[src/rtl/uart_pkg.sv]
// uart_pkg: shared baud constants, divider helpers and FSM state encodings for uart
package uart_pkg;
  localparam int DEF_CLK_FREQ = 50_000_000;
  localparam int DEF_BAUD = 115_200;
  localparam int OVERSAMPLE = 16;
  localparam int MID_SAMPLE = OVERSAMPLE / 2;
  typedef enum logic [1:0] {TX_IDLE, TX_START, TX_DATA, TX_STOP} tx_state_e;
  typedef enum logic [1:0] {RX_IDLE, RX_START, RX_DATA, RX_STOP} rx_state_e;
  function automatic int clks_per_bit(input int clk_freq, input int baud);
    return clk_freq / baud;
  endfunction
  function automatic int rx_tick_div(input int clk_freq, input int baud);
    return clk_freq / (baud * OVERSAMPLE);
  endfunction
  localparam int DEF_CLKS_PER_BIT = clks_per_bit(DEF_CLK_FREQ, DEF_BAUD);
  localparam int DEF_RX_DIV = rx_tick_div(DEF_CLK_FREQ, DEF_BAUD);
endpackage

[src/rtl/uart_baud_rate_gen.sv]
// baud_rate_gen: TX bit-period tick and free-running RX 16x oversample tick
//   clk_i, rst_i : clock, synchronous active-high reset
//   tx_en_i      : high while a TX frame runs; low holds the bit counter at zero
//   tx_tick_o    : one-cycle pulse on the last cycle of each TX bit
//   rx_tick_o    : one-cycle pulse every RX_DIV cycles
module baud_rate_gen import uart_pkg::*; #(
  parameter int CLKS_PER_BIT = DEF_CLKS_PER_BIT,
  parameter int RX_DIV = DEF_RX_DIV
) (
  input  logic clk_i,
  input  logic rst_i,
  input  logic tx_en_i,
  output logic tx_tick_o,
  output logic rx_tick_o
);
  localparam int TW = $clog2(CLKS_PER_BIT + 1);
  localparam int RW = $clog2(RX_DIV + 1);
  logic [TW-1:0] tx_cnt_q, tx_cnt_d;
  logic [RW-1:0] rx_cnt_q, rx_cnt_d;
  // The TX counter idles at zero so a new frame's start bit lasts a full period.
  always_comb begin
    tx_tick_o = tx_en_i && tx_cnt_q == TW'(CLKS_PER_BIT - 1);
    rx_tick_o = rx_cnt_q == RW'(RX_DIV - 1);
    tx_cnt_d = (!tx_en_i || tx_tick_o) ? '0 : tx_cnt_q + TW'(1);
    rx_cnt_d = rx_tick_o ? '0 : rx_cnt_q + RW'(1);
  end
  always_ff @(posedge clk_i) begin
    if (rst_i) begin
      tx_cnt_q <= '0;
      rx_cnt_q <= '0;
    end else begin
      tx_cnt_q <= tx_cnt_d;
      rx_cnt_q <= rx_cnt_d;
    end
  end
endmodule

[src/rtl/uart.sv]
// uart: 8N1 transmitter and 16x-oversampling receiver with independent FSMs
//   clk_50m, rst        : clock, synchronous active-high reset
//   data_in, wr_en      : byte to send and one-cycle send request (ignored while Tx_busy)
//   Tx, Tx_busy         : serial output (idle high) and frame-in-progress flag
//   Rx                  : asynchronous serial input (idle high)
//   ready, ready_clr    : received-byte flag and its clear (a new byte wins over clear)
//   data_out            : last correctly framed received byte
module uart import uart_pkg::*; #(
  parameter int CLK_FREQ = DEF_CLK_FREQ,
  parameter int BAUD = DEF_BAUD
) (
  input  logic       clk_50m,
  input  logic       rst,
  input  logic [7:0] data_in,
  input  logic       wr_en,
  output logic       Tx,
  output logic       Tx_busy,
  input  logic       Rx,
  output logic       ready,
  input  logic       ready_clr,
  output logic [7:0] data_out
);
  localparam int CPB = clks_per_bit(CLK_FREQ, BAUD);
  localparam int RXD = rx_tick_div(CLK_FREQ, BAUD);
  tx_state_e tx_state_q, tx_state_d;
  logic [7:0] tx_data_q, tx_data_d;
  logic [2:0] tx_bit_q, tx_bit_d;
  rx_state_e rx_state_q, rx_state_d;
  logic [1:0] sync_q;
  logic [3:0] rx_cnt_q, rx_cnt_d;
  logic [2:0] rx_bit_q, rx_bit_d;
  logic [7:0] rx_shift_q, rx_shift_d;
  logic [7:0] data_out_q, data_out_d;
  logic ready_q, ready_d, rx_set, rx_s, tx_tick, rx_tick;
  baud_rate_gen #(.CLKS_PER_BIT(CPB), .RX_DIV(RXD)) u_baud (
    .clk_i(clk_50m),
    .rst_i(rst),
    .tx_en_i(Tx_busy),
    .tx_tick_o(tx_tick),
    .rx_tick_o(rx_tick)
  );
  assign rx_s = sync_q[1];
  assign Tx_busy = tx_state_q != TX_IDLE;
  assign Tx = tx_state_q == TX_START ? 1'b0 : tx_state_q == TX_DATA ? tx_data_q[tx_bit_q] : 1'b1;
  assign ready = ready_q;
  assign data_out = data_out_q;
  always_comb begin
    tx_state_d = tx_state_q;
    tx_data_d = tx_data_q;
    tx_bit_d = tx_bit_q;
    case (tx_state_q)
      TX_IDLE: if (wr_en) begin
        tx_state_d = TX_START;
        tx_data_d = data_in;
        tx_bit_d = '0;
      end
      TX_START: if (tx_tick) tx_state_d = TX_DATA;
      TX_DATA: if (tx_tick) begin
        tx_bit_d = tx_bit_q + 3'd1;
        if (tx_bit_q == 3'd7) tx_state_d = TX_STOP;
      end
      TX_STOP: if (tx_tick) tx_state_d = TX_IDLE;
    endcase
  end
  // rx_cnt_q counts oversample ticks within the current bit; the start bit is
  // confirmed at its midpoint and every later sample lands one bit further on.
  always_comb begin
    rx_state_d = rx_state_q;
    rx_cnt_d = rx_cnt_q;
    rx_bit_d = rx_bit_q;
    rx_shift_d = rx_shift_q;
    data_out_d = data_out_q;
    rx_set = 1'b0;
    case (rx_state_q)
      RX_IDLE: if (!rx_s) begin
        rx_state_d = RX_START;
        rx_cnt_d = '0;
      end
      RX_START: if (rx_tick) begin
        rx_cnt_d = rx_cnt_q + 4'd1;
        if (rx_cnt_q == 4'(MID_SAMPLE - 1)) begin
          rx_cnt_d = '0;
          rx_bit_d = '0;
          rx_state_d = rx_s ? RX_IDLE : RX_DATA;
        end
      end
      RX_DATA: if (rx_tick) begin
        rx_cnt_d = rx_cnt_q + 4'd1;
        if (rx_cnt_q == 4'(OVERSAMPLE - 1)) begin
          rx_shift_d = {rx_s, rx_shift_q[7:1]};
          rx_bit_d = rx_bit_q + 3'd1;
          if (rx_bit_q == 3'd7) rx_state_d = RX_STOP;
        end
      end
      RX_STOP: if (rx_tick) begin
        rx_cnt_d = rx_cnt_q + 4'd1;
        if (rx_cnt_q == 4'(OVERSAMPLE - 1)) begin
          rx_state_d = RX_IDLE;
          rx_set = rx_s;
          if (rx_s) data_out_d = rx_shift_q;
        end
      end
    endcase
    ready_d = rx_set | (ready_q & ~ready_clr);
  end
  always_ff @(posedge clk_50m) begin
    if (rst) begin
      tx_state_q <= TX_IDLE;
      tx_data_q <= '0;
      tx_bit_q <= '0;
      rx_state_q <= RX_IDLE;
      sync_q <= 2'b11;
      rx_cnt_q <= '0;
      rx_bit_q <= '0;
      rx_shift_q <= '0;
      data_out_q <= '0;
      ready_q <= 1'b0;
    end else begin
      tx_state_q <= tx_state_d;
      tx_data_q <= tx_data_d;
      tx_bit_q <= tx_bit_d;
      rx_state_q <= rx_state_d;
      sync_q <= {sync_q[0], Rx};
      rx_cnt_q <= rx_cnt_d;
      rx_bit_q <= rx_bit_d;
      rx_shift_q <= rx_shift_d;
      data_out_q <= data_out_d;
      ready_q <= ready_d;
    end
  end
endmodule

[config.mk]
export PLATFORM = sky130hd
export DESIGN_NAME = uart
export DESIGN_NICKNAME = d
export VERILOG_FILES = /design/src/rtl/uart_pkg.sv /design/src/rtl/uart_baud_rate_gen.sv /design/src/rtl/uart.sv
export SDC_FILE = /design/constraint.sdc
export NUM_CORES = 1
export LEC_CHECK = 0
export CAP_MARGIN = 10
export CORE_MARGIN = 4
export CORE_UTILIZATION = 50
export CTS_CLUSTER_DIAMETER = 120
export DETAILED_ROUTE_END_ITERATION = 6
export PLACE_DENSITY = 0.77
export SLEW_MARGIN = 0
export SYNTH_ARGS = -nofsm -noshare
export SYNTH_HDL_FRONTEND = slang
export SYNTH_HIERARCHICAL = 1
export SYNTH_SLANG_ARGS = --single-unit
export TNS_END_PERCENT = 30
[constraint.sdc]
create_clock -name clk_50m -period 2.5 [get_ports clk_50m]
set_input_delay 0.5 -clock clk_50m [delete_from_list [all_inputs] [get_ports clk_50m]]
set_output_delay 0.5 -clock clk_50m [all_outputs]
set_load 0.005 [all_outputs]
==> impl_metrics.env <==
export IMPL_outcome="completed"
export IMPL_rsz0062_at_grt="no"
export IMPL_peakVddDrop_uv=286
export IMPL_clock_power_share=0.242
export IMPL_cts_tree="built"
export IMPL_ys_seq_area_frac=0.429
export IMPL_drcViolationCount=0
export IMPL_share_comb_of_total_power=0.244
export IMPL_fillers=426
export IMPL_seq_power_share=0.514
export IMPL_skew_ps=6.78
export IMPL_drt_iter0_drc=89
export IMPL_multi_input_area_um2=1360
export IMPL_seq_area_um2=1100
export IMPL_start_kind="flip-flop"
export IMPL_hold_path_class="flip-flop to flip-flop"
export IMPL_grt_pass1_wl_mm=8.22
export IMPL_syn_area_um2=2560
export IMPL_p_leak_nw=1.09
export IMPL_post_cts_resized=1
export IMPL_fmax_mhz=462
export IMPL_hold_start="sync_q[0]$_SDFF_PP1_"
export IMPL_synth_area_leaders="dfxtp_1 (43%), mux2i_1 (9.4%), ha_1 (6.8%)"
export IMPL_power_mw=1.90
export IMPL_place_congestion=0.842
export IMPL_cp_arrival_ps=1660
export IMPL_fin_nets=329
export IMPL_syn_inst=279
export IMPL_num_rows=25
export IMPL_critPathRequiredTime_ps=2000
export IMPL_synth_enable_flop_cells=0
export IMPL_die_x_um=79.6
export IMPL_syn_nets=306
export IMPL_rr_worst_depth=7
export IMPL_final_common_cell="dfxtp_1"
export IMPL_path_cells="inv_1 -> ha_1 -> inv_1 -> clkdlybuf4s50_1"
export IMPL_period_minus_slack_ps=2160
export IMPL_post_drt_wl_per_cell_um=12.7
export IMPL_grt_use_total=0.163
export IMPL_maxCapViolations=0
export IMPL_cts_buffers=5
export IMPL_vias=1977
export IMPL_drive_above_1_share=0.0858
export IMPL_reg2reg_slack_ps=580
export IMPL_slew_headroom=0.636
export IMPL_setup_viol=0
export IMPL_gr_total_overflow=0
export IMPL_timing_rr_end="rx_shift_q[5]$_SDFFE_PP0P_"
export IMPL_hold_violations=0
export IMPL_path_max_fanout=4
export IMPL_synth_main_ff_cell="dfxtp_1"
export IMPL_coreArea_um2=4850
export IMPL_cp_common_cell="inv_1"
export IMPL_critPathKind="flip-flop to output port"
export IMPL_ys_ff_latch=55
export IMPL_critical_path_slowest_cell="clkdlybuf4s50_1"
export IMPL_cp_num_cells=4
export IMPL_yosysTopAreaCell="dfxtp_1"
export IMPL_clock_path_buffers=2
export IMPL_hpwl_mm=3.46
export IMPL_die_y_um=79.6
export IMPL_yosysWarningCount=6
export IMPL_grt_max_degree=28
export IMPL_routed_wl_mm=4.71
export IMPL_synth_top_area_share=0.429
export IMPL_cp_num_buf_inv=3
export IMPL_p_int_mw=1.33
export IMPL_cts_hold_buf=0
export IMPL_first_pass_iters=4
export IMPL_syn2layout_area_growth_pct=15.1
export IMPL_r2r_start="u_baud/rx_cnt_q[0]$_SDFF_PP0_"
export IMPL_grt_pass1_vias=1844
export IMPL_cts_root_buf="clkbuf_8"
export IMPL_p_per_area_nw_per_um2=643
export IMPL_netSwitchingFraction=0.301
export IMPL_die_area_um2=6340
export IMPL_synth_area_per_cell_um2=9.19
export IMPL_cts_setup_buffers=0
export IMPL_critPathTopFamily="buffers and inverters"
export IMPL_tightestPinTransition_ps=545
export IMPL_slew_viol_final=0
export IMPL_p_sw_mw=0.571
export IMPL_io_buffers=23
export IMPL_startpoint="tx_state_q[0]$_SDFFE_PP0P_"
export IMPL_slowest_delay_ps=520
export IMPL_fin_crit_sh=0.865
export IMPL_tns_ps=0
export IMPL_cts_sinks=55
export IMPL_async_reset_ff_frac=0
export IMPL_h_tree_depth=2
export IMPL_layout_common_cells="dfxtp_1 (54), nor2_1 (32), mux2i_1 (24), nand2_1 (22), clkdlybuf4s50_1 (22)"
export IMPL_drtAntennaViolNets=0
export IMPL_yosysUniqueCellTypes=49
export IMPL_via_per_inst=5.34
export IMPL_pin_count=24
export IMPL_clk_latency_ps=300
export IMPL_clk_pin_slew_ps=90
export IMPL_endpoint="Tx_busy"
export IMPL_antenna_found_initial=0
export IMPL_n_antenna_cell=0
export IMPL_initial_core_util=0.529
export IMPL_setup_worst_path_end_class="output port"
[cell usage after synthesis, types with 3 or more instances]
master and instances:
nand2_1 22, o21ai_0 9, nand2b_1 5, nor2b_1 3
xnor2_1 3, buf_2 3, a31oi_1 5, xor2_1 4
or3_1 3, or2_2 3, nor2_1 32, ha_1 14
inv_1 12, dfxtp_1 55, and3b_1 3, mux2i_1 24
a21oi_1 18, nor3_1 4, clkbuf_1 8, nand3_1 13
[final cells by class]
class,instances,area share
Sequential cell,55,0.374
Clock inverter,1,0.00170
Clock buffer,7,0.0259
Inverter,12,0.0153
Tap cell,67,0.0284
Timing Repair Buffer,29,0.0941
Multi-Input combinational cell,199,0.460
[how the worst min path moves through the flow]
stage,cells past startpoint,endpoint
floorplan,1,sync_q[1]$_SDFF_PP1_
global placement,1,sync_q[1]$_SDFF_PP1_
detailed placement,1,sync_q[1]$_SDFF_PP1_
CTS,1,sync_q[1]$_SDFF_PP1_
global route,1,sync_q[1]$_SDFF_PP1_
finish,1,sync_q[1]$_SDFF_PP1_
[cell families after synthesis]
family / Yosys count / share of synthesized area
adder cells (fa/ha/maj): 14 / 0.0683
XOR/XNOR: 7 / 0.0239
flip-flops: 55 / 0.429
AO/OA/AOI/OAI: 46 / 0.113
AND/OR/NAND/NOR: 106 / 0.216
multiplexers: 26 / 0.107
buffers and inverters: 25 / 0.0424
[flip-flops by register name, summed over array words and instances (netlist names), named ones only]
signal	flops
rx_state_q	1
tx_state_q	2
u_baud/rx_cnt_q	5
u_baud/tx_cnt_q	9
tx_bit_q	3
rx_shift_q	8
rx_bit_q	3
tx_data_q	8
ready	1
rx_cnt_q	4
sync_q	2
data_out	8
[through the flow]
step	setup WS, ps	hold slack, ps	utilization	instance area, um^2	std cells
2_1_floorplan	254	389	-	2560	279
3_3_place_gp	293	392	0.590	2860	362
3_5_place_dp	243	398	0.590	2860	362
4_1_cts	8.07	423	0.607	2940	370
5_1_grt	220	445	0.609	2950	370
6_report	337	418	0.609	2950	370
[per-layer routing]
| layer | wire [um] | track usage | vias to the layer above |
|---|---|---|---|
| met5 | 0 | 0 | - |
| met4 | 94 | 0.0687 | 0 |
| met3 | 146 | 0.0384 | 8 |
| met2 | 2370 | 0.276 | 24 |
| met1 | 2100 | 0.196 | 922 |
| li1 | - | - | 1023 |
[power by group through the flow]
stage	sequential, mW	combinational, mW	clock, mW
floorplan	0.984	0.306	0
global placement	0.995	0.450	0
detailed placement	0.997	0.456	0
CTS	0.977	0.458	0.481
global route	0.985	0.524	0.522
finish	0.975	0.463	0.460
No activity file was read; power rests on OpenSTA's default activity.
